[config.mk]
export PLATFORM = sky130hd
export DESIGN_NAME = exc_commit_ctrl
export DESIGN_NICKNAME = d
export VERILOG_FILES = /design/src/rtl/exc_commit_ctrl_pkg.sv /design/src/rtl/int_sync2.sv /design/src/rtl/exc_commit_ctrl.sv
export SDC_FILE = /design/constraint.sdc
export NUM_CORES = 1
export LEC_CHECK = 0
export CAP_MARGIN = 40
export CELL_PAD_IN_SITES_DETAIL_PLACEMENT = 1
export CELL_PAD_IN_SITES_GLOBAL_PLACEMENT = 1
export CORE_MARGIN = 3
export CORE_UTILIZATION = 23
export DETAILED_ROUTE_END_ITERATION = 12
export PLACE_DENSITY_LB_ADDON = 0.1
export SYNTH_ARGS = -nofsm -noshare
export SYNTH_HDL_FRONTEND = slang
export SYNTH_SLANG_ARGS = --single-unit
[constraint.sdc]
create_clock -name clk -period 5.1 [get_ports clk]
set_clock_uncertainty 0.05 [all_clocks]
set_input_delay 0.765 -clock clk [delete_from_list [all_inputs] [get_ports clk]]
set_output_delay 0.765 -clock clk [all_outputs]
set_load 0.05 [all_outputs]
[src/rtl/exc_commit_ctrl_pkg.sv]
// rtl/exc_commit_ctrl_pkg.sv - shared ExcCode constants, exception vector and FSM state type
package exc_commit_ctrl_pkg;

    localparam logic [4:0]  EX_INT           = 5'd0;
    localparam logic [4:0]  EX_ADEL          = 5'd4;
    localparam logic [4:0]  EX_ADES          = 5'd5;
    localparam logic [4:0]  EX_SYS           = 5'd8;
    localparam logic [31:0] EX_ENTRY_DEFAULT = 32'hbfc00380;

    typedef enum logic {
        ST_IDLE  = 1'b0,
        ST_FLUSH = 1'b1
    } state_e;

    // Only address errors report a BadVAddr to CP0.
    function automatic logic is_addr_err(input logic [4:0] code);
        return (code == EX_ADEL) || (code == EX_ADES);
    endfunction

endpackage

[src/rtl/int_sync2.sv]
// rtl/int_sync2.sv - parameterised-width two-flop synchroniser with async active-low reset
module int_sync2 #(
    parameter int WIDTH = 6
) (
    input  logic             clk,
    input  logic             resetn,
    input  logic [WIDTH-1:0] d,
    output logic [WIDTH-1:0] q
);

    logic [WIDTH-1:0] meta_d, meta_q;
    logic [WIDTH-1:0] sync_d, sync_q;

    always_comb begin
        meta_d = d;
        sync_d = meta_q;
    end

    always_ff @(posedge clk or negedge resetn) begin
        if (!resetn) begin
            meta_q <= '0;
            sync_q <= '0;
        end else begin
            meta_q <= meta_d;
            sync_q <= sync_d;
        end
    end

    assign q = sync_q;

endmodule

[src/rtl/exc_commit_ctrl.sv]
// rtl/exc_commit_ctrl.sv - WB commit-point exception/interrupt/ERET sequencer with flush blocking
module exc_commit_ctrl
    import exc_commit_ctrl_pkg::*;
#(
    parameter logic [31:0] EX_ENTRY     = EX_ENTRY_DEFAULT,
    parameter int          FLUSH_CYCLES = 2
) (
    input  logic        clk,
    input  logic        resetn,
    input  logic [5:0]  ext_int_in,
    output logic [5:0]  ext_int_sync,
    input  logic        c0_status_ie,
    input  logic        c0_status_exl,
    input  logic [7:0]  c0_status_im,
    input  logic [7:0]  c0_cause_ip,
    input  logic [31:0] c0_epc,
    input  logic        wb_valid,
    input  logic [31:0] wb_pc,
    input  logic        wb_ex_in,
    input  logic [4:0]  wb_excode_in,
    input  logic [31:0] wb_badvaddr_in,
    input  logic        wb_eret,
    output logic        wb_ex,
    output logic [4:0]  wb_excode,
    output logic [31:0] wb_badvaddr,
    output logic        eret_flush,
    output logic        commit_ok,
    output logic        flush,
    output logic [31:0] flush_pc,
    output logic        busy
);

    localparam logic [3:0] FLUSH_CNT = 4'(FLUSH_CYCLES);

    state_e      state_d, state_q;
    logic [3:0]  cnt_d, cnt_q;
    logic        flush_d, flush_q;
    logic [31:0] flush_pc_d, flush_pc_q;

    logic        int_req;
    logic        take;
    logic        ex_sel;
    logic [4:0]  code_sel;
    logic        eret_sel;

    logic        unused_pc;
    assign unused_pc = ^wb_pc;

    int_sync2 #(.WIDTH(6)) u_int_sync (
        .clk    (clk),
        .resetn (resetn),
        .d      (ext_int_in),
        .q      (ext_int_sync)
    );

    // Priority: interrupt > instruction exception > ERET. Gating take with resetn
    // keeps every combinational strobe low while reset is held.
    always_comb begin
        int_req  = c0_status_ie & ~c0_status_exl & (|(c0_status_im & c0_cause_ip));
        take     = resetn & (state_q == ST_IDLE) & wb_valid;
        ex_sel   = 1'b0;
        code_sel = EX_INT;
        eret_sel = 1'b0;
        if (take) begin
            if (int_req) begin
                ex_sel   = 1'b1;
                code_sel = EX_INT;
            end else if (wb_ex_in) begin
                ex_sel   = 1'b1;
                code_sel = wb_excode_in;
            end else if (wb_eret) begin
                eret_sel = 1'b1;
            end
        end
    end

    always_comb begin
        wb_ex       = ex_sel;
        wb_excode   = code_sel;
        eret_flush  = eret_sel;
        commit_ok   = take & ~ex_sel & ~eret_sel;
        wb_badvaddr = (ex_sel && is_addr_err(code_sel)) ? wb_badvaddr_in : 32'h0;
        flush       = flush_q;
        flush_pc    = flush_pc_q;
        busy        = resetn & (state_q != ST_IDLE);
    end

    // Counter is loaded on entry to FLUSH and leaves at 1, so the block spans
    // exactly FLUSH_CYCLES cycles after the strobe cycle.
    always_comb begin
        state_d    = state_q;
        cnt_d      = cnt_q;
        flush_d    = 1'b0;
        flush_pc_d = flush_pc_q;
        case (state_q)
            ST_IDLE: begin
                if (ex_sel || eret_sel) begin
                    state_d    = ST_FLUSH;
                    cnt_d      = FLUSH_CNT;
                    flush_d    = 1'b1;
                    flush_pc_d = ex_sel ? EX_ENTRY : c0_epc;
                end
            end
            ST_FLUSH: begin
                if (cnt_q != 4'd0) begin
                    cnt_d = cnt_q - 4'd1;
                end
                if (cnt_q <= 4'd1) begin
                    state_d = ST_IDLE;
                end
            end
            default: begin
                state_d = ST_IDLE;
                cnt_d   = 4'd0;
            end
        endcase
    end

    always_ff @(posedge clk or negedge resetn) begin
        if (!resetn) begin
            state_q    <= ST_IDLE;
            cnt_q      <= 4'd0;
            flush_q    <= 1'b0;
            flush_pc_q <= 32'h0;
        end else begin
            state_q    <= state_d;
            cnt_q      <= cnt_d;
            flush_q    <= flush_d;
            flush_pc_q <= flush_pc_d;
        end
    end

endmodule
==> run_results.csv <==
group,metric,value,unit
timing,max-slew-margin-rel,0.444,
timing,setup_violations,0,
drt,ant_nets,0,
drt,viasPerCell,4.45,
worst_hold_path,hold_depth,0,
setup_path,worst_ep_required_time,4.28,ns
cts,post_cts_buffers,0,
timing,finalCriticalPeriod,4.10,ns
setup_path,reg2reg_to,"flush_pc[18]",
setup_path,reg2reg_from,"state_q",
setup_path,endpoint_kind,"output pin",
synthesis,synth-seq-area-share,0.514,
setup_path,critPathSlowestCell,"clkdlybuf4s50_1",
floorplan,chipWidth,109,µm
cts,ctsResizeCount,0,
setup_path,worstSetupPathType,"in -> out",
timing,fin_setup_tns,0,ns
setup_path,worstSetupStartpointType,"input port",
drt,drc,0,
global_routing,grt_first_pass_wirelength,14.2,mm
timing,final_max_slew_viol_count,0,
cts,h-tree-depth,2,
placed_design,port_buffers,177,
floorplan,start_util,0.242,
synthesis,syn-cell-area,2430,µm²
drt,avgRoutedWirePerCell,16.9,µm
worst_hold_path,min_path_type,"reg -> reg",
timing,hold_viol,0,
timing,timing.fmax,244,MHz
cts,cts_tree,"built",
floorplan,row_count,36,
setup_path,regToRegSetupSlack,3.09,ns
placed_design,dpl_cell_area,4250,µm²
cts,numClockSinks,50,
final_layout,drive_gt1_frac,0.117,
floorplan,die-area,11900,µm²
global_routing,grt_usage,0.153,
setup_path,critPathCapture,"wb_ex",
drt,drt_first_pass_iters,4,
final_layout,syn2layout_area_growth,80.5,%
global_routing,grt_max_degree,52,
timing,rsz0062_at_grt,"no",
cts,cts.path.max_buffers,2,
timing,worst_pin_slew,0.834,ns
setup_path,path_cells,"clkdlybuf4s50_1, a22o_1, a221oi_2, a311oi_2, nor2_1, buf_4, nor2_1, clkdlybuf4s50_1",
setup_path,r2r_cells,5,
timing,finalCritPeriodShare,0.803,
final_layout,fill_cells,1171,
cts,cts_buffers,5,
synthesis,avgSynthCellArea,9.22,µm²
outcome,status,"finished, final reports clean",
drt,wirelength,9.63,mm
floorplan,die_h,109,µm
synthesis,netlist_instances,264,
final_layout,final_cell_area,4390,µm²
synthesis,syn-num-nets,397,
global_routing,antenna_found_initial,0,
floorplan,ios,210,
global_routing,first_global_vias,2633,
synthesis,yosysWarnings,0,
final_layout,diodes,0,
setup_path,critPathLaunch,"c0_status_im[2]",
cts,clk_pin_slew,0.09,ns
cts,insertion_delay,0.30,ns
drt,vias,2534,
power,power_density,498,nW/µm²
final_layout,nets,568,
floorplan,core_area,10000,µm²
global_routing,overflow,0,
synthesis,synth.distinct_cells,31,
flow_run,drv_cap,0,
setup_path,arrival,3.28,ns
synthesis,ys_ff_latch,50,
cts,ctsHoldBuffers,0,
power,p_leak,1.88,nW
placed_design,place_hpwl,7.30,mm
placed_design,gp_congestion,0.694,
drt,initialDrtViolationCount,141,
setup_path,worst_path_largest_cell_delay,0.83,ns
power,ir_drop,265,µV
setup_path,cp_max_fo,12,
cts,cts-root-buf,"clkbuf_8",
timing,whs,0.304,ns
==> sequential cells by signal (all words and copies together), names as in the netlist <==
register,flops
u_int_sync.q,6
flush_pc,32
u_int_sync.meta_q,6
state_q,1
cnt_q,4
flush,1
==> layout by cell type (no fill, tap or decap) <==
cell type / instances
o31ai_1: 1
a311oi_1: 1
and3_1: 4
a21boi_0: 1
nor2_1: 20
a21o_1: 1
o22a_1: 1
o31a_1: 2
and2_1: 34
a221oi_2: 1
nor4b_1: 1
a22o_1: 1
clkdlybuf4s50_1: 144
nand3_1: 2
nor2b_1: 20
a311oi_2: 1
nor3_1: 2
dfrtp_1: 50
o22ai_1: 11
a22oi_1: 2
ha_1: 3
nor4_4: 1
inv_1: 3
buf_4: 37
or2_2: 2
buf_2: 1
clkbuf_8: 6
bufinv_16: 2
nor4_1: 1
o21ai_0: 21
or3_1: 1
nand2_1: 24
a21oi_1: 34
==> where the power goes <==
part           switching (mW)  total, mW  internal (mW)
sequential              0.116      0.664          0.548
clock                   0.137      0.346          0.209
combinational           0.747       1.18          0.430
total                    1.00       2.19           1.19
==> metrics by stage <==
| step | std cells | total power, mW | setup slack, ns | util |
|---|---|---|---|---|
| global placement | 561 | 1.83 | 0.987 | 0.423 |
| finish | 569 | 2.19 | 1.00 | 0.437 |
| detailed placement | 561 | 1.86 | 0.994 | 0.423 |
| global route | 569 | 2.32 | 0.813 | 0.437 |
| CTS | 569 | 2.21 | 0.970 | 0.437 |
| floorplan | 264 | 1.40 | 1.03 | - |
==> cell type report <==
| cell class | instances | area, µm² | share of cell area |
|---|---|---|---|
| clock buffer | 6 | 82.6 | 0.0188 |
| inverter | 3 | 11.3 | 0.00256 |
| clock inverter | 2 | 60.1 | 0.0137 |
| sequential | 50 | 1250 | 0.285 |
| tap | 133 | 166 | 0.0379 |
| timing repair buffer | 182 | 1720 | 0.393 |
| multi-input combinational | 193 | 1100 | 0.250 |
==> cell usage after synthesis <==
cell type | n | area, µm²
dfrtp_1 | 50 | 1250
a21oi_1 | 34 | 170
and2_1 | 34 | 213
nand2_1 | 24 | 90.1
o21ai_0 | 21 | 105
nor2_1 | 20 | 75.1
nor2b_1 | 20 | 125
clkbuf_1 | 12 | 45.0
o22ai_1 | 11 | 68.8
and3_1 | 4 | 25.0
buf_2 | 3 | 15.0
clkbuf_2 | 3 | 15.0
ha_1 | 3 | 37.5
inv_1 | 3 | 11.3
a22oi_1 | 2 | 15.0
nand3_1 | 2 | 10.0
nor3_1 | 2 | 10.0
o31a_1 | 2 | 17.5
or2_2 | 2 | 12.5
a21boi_0 | 1 | 7.51
a21o_1 | 1 | 7.51
a221oi_2 | 1 | 15.0
a22o_1 | 1 | 8.76
a311oi_1 | 1 | 8.76
a311oi_2 | 1 | 15.0
nor4_1 | 1 | 6.26
nor4_4 | 1 | 21.3
nor4b_1 | 1 | 8.76
o22a_1 | 1 | 8.76
o31ai_1 | 1 | 7.51
or3_1 | 1 | 6.26
==> logic make-up after synthesis <==
family                   share of synthesized area
AND/OR/NAND/NOR                              0.248
AO/OA/AOI/OAI                                0.187
flip-flops                                   0.514
buffers and inverters                       0.0355
adder cells (fa/ha/maj)                     0.0154
==> routing by layer <==
metal / up-vias / track usage / part of all wire
li1: 1238 / - / -
met1: 1219 / 0.200 / 0.42
met2: 77 / 0.256 / 0.51
met3: 0 / 0.0456 / 0.065
met4: 0 / 0.0216 / 0
met5: - / 0 / 0
==> worst max-delay path: cells and delay by family <==
kind / cells / cell delay (ns)
buffers and inverters: 3 / 1.50
AOI/OAI and AO/OA: 3 / 0.82
and+or+nand+nor: 2 / 0.19
==> worst min path at each step <==
stage | start | to | slack, ns
6_report | u_int_sync.meta_q[0] | u_int_sync.q[0] | 0.30
5_1_grt | u_int_sync.meta_q[1] | u_int_sync.q[1] | 0.32
4_1_cts | u_int_sync.meta_q[0] | u_int_sync.q[0] | 0.31
3_5_place_dp | u_int_sync.meta_q[3] | u_int_sync.q[3] | 0.29
3_3_place_gp | u_int_sync.meta_q[0] | u_int_sync.q[0] | 0.28
2_1_floorplan | u_int_sync.meta_q[0] | u_int_sync.q[0] | 0.28
No activity file was read; power rests on OpenSTA's default activity.
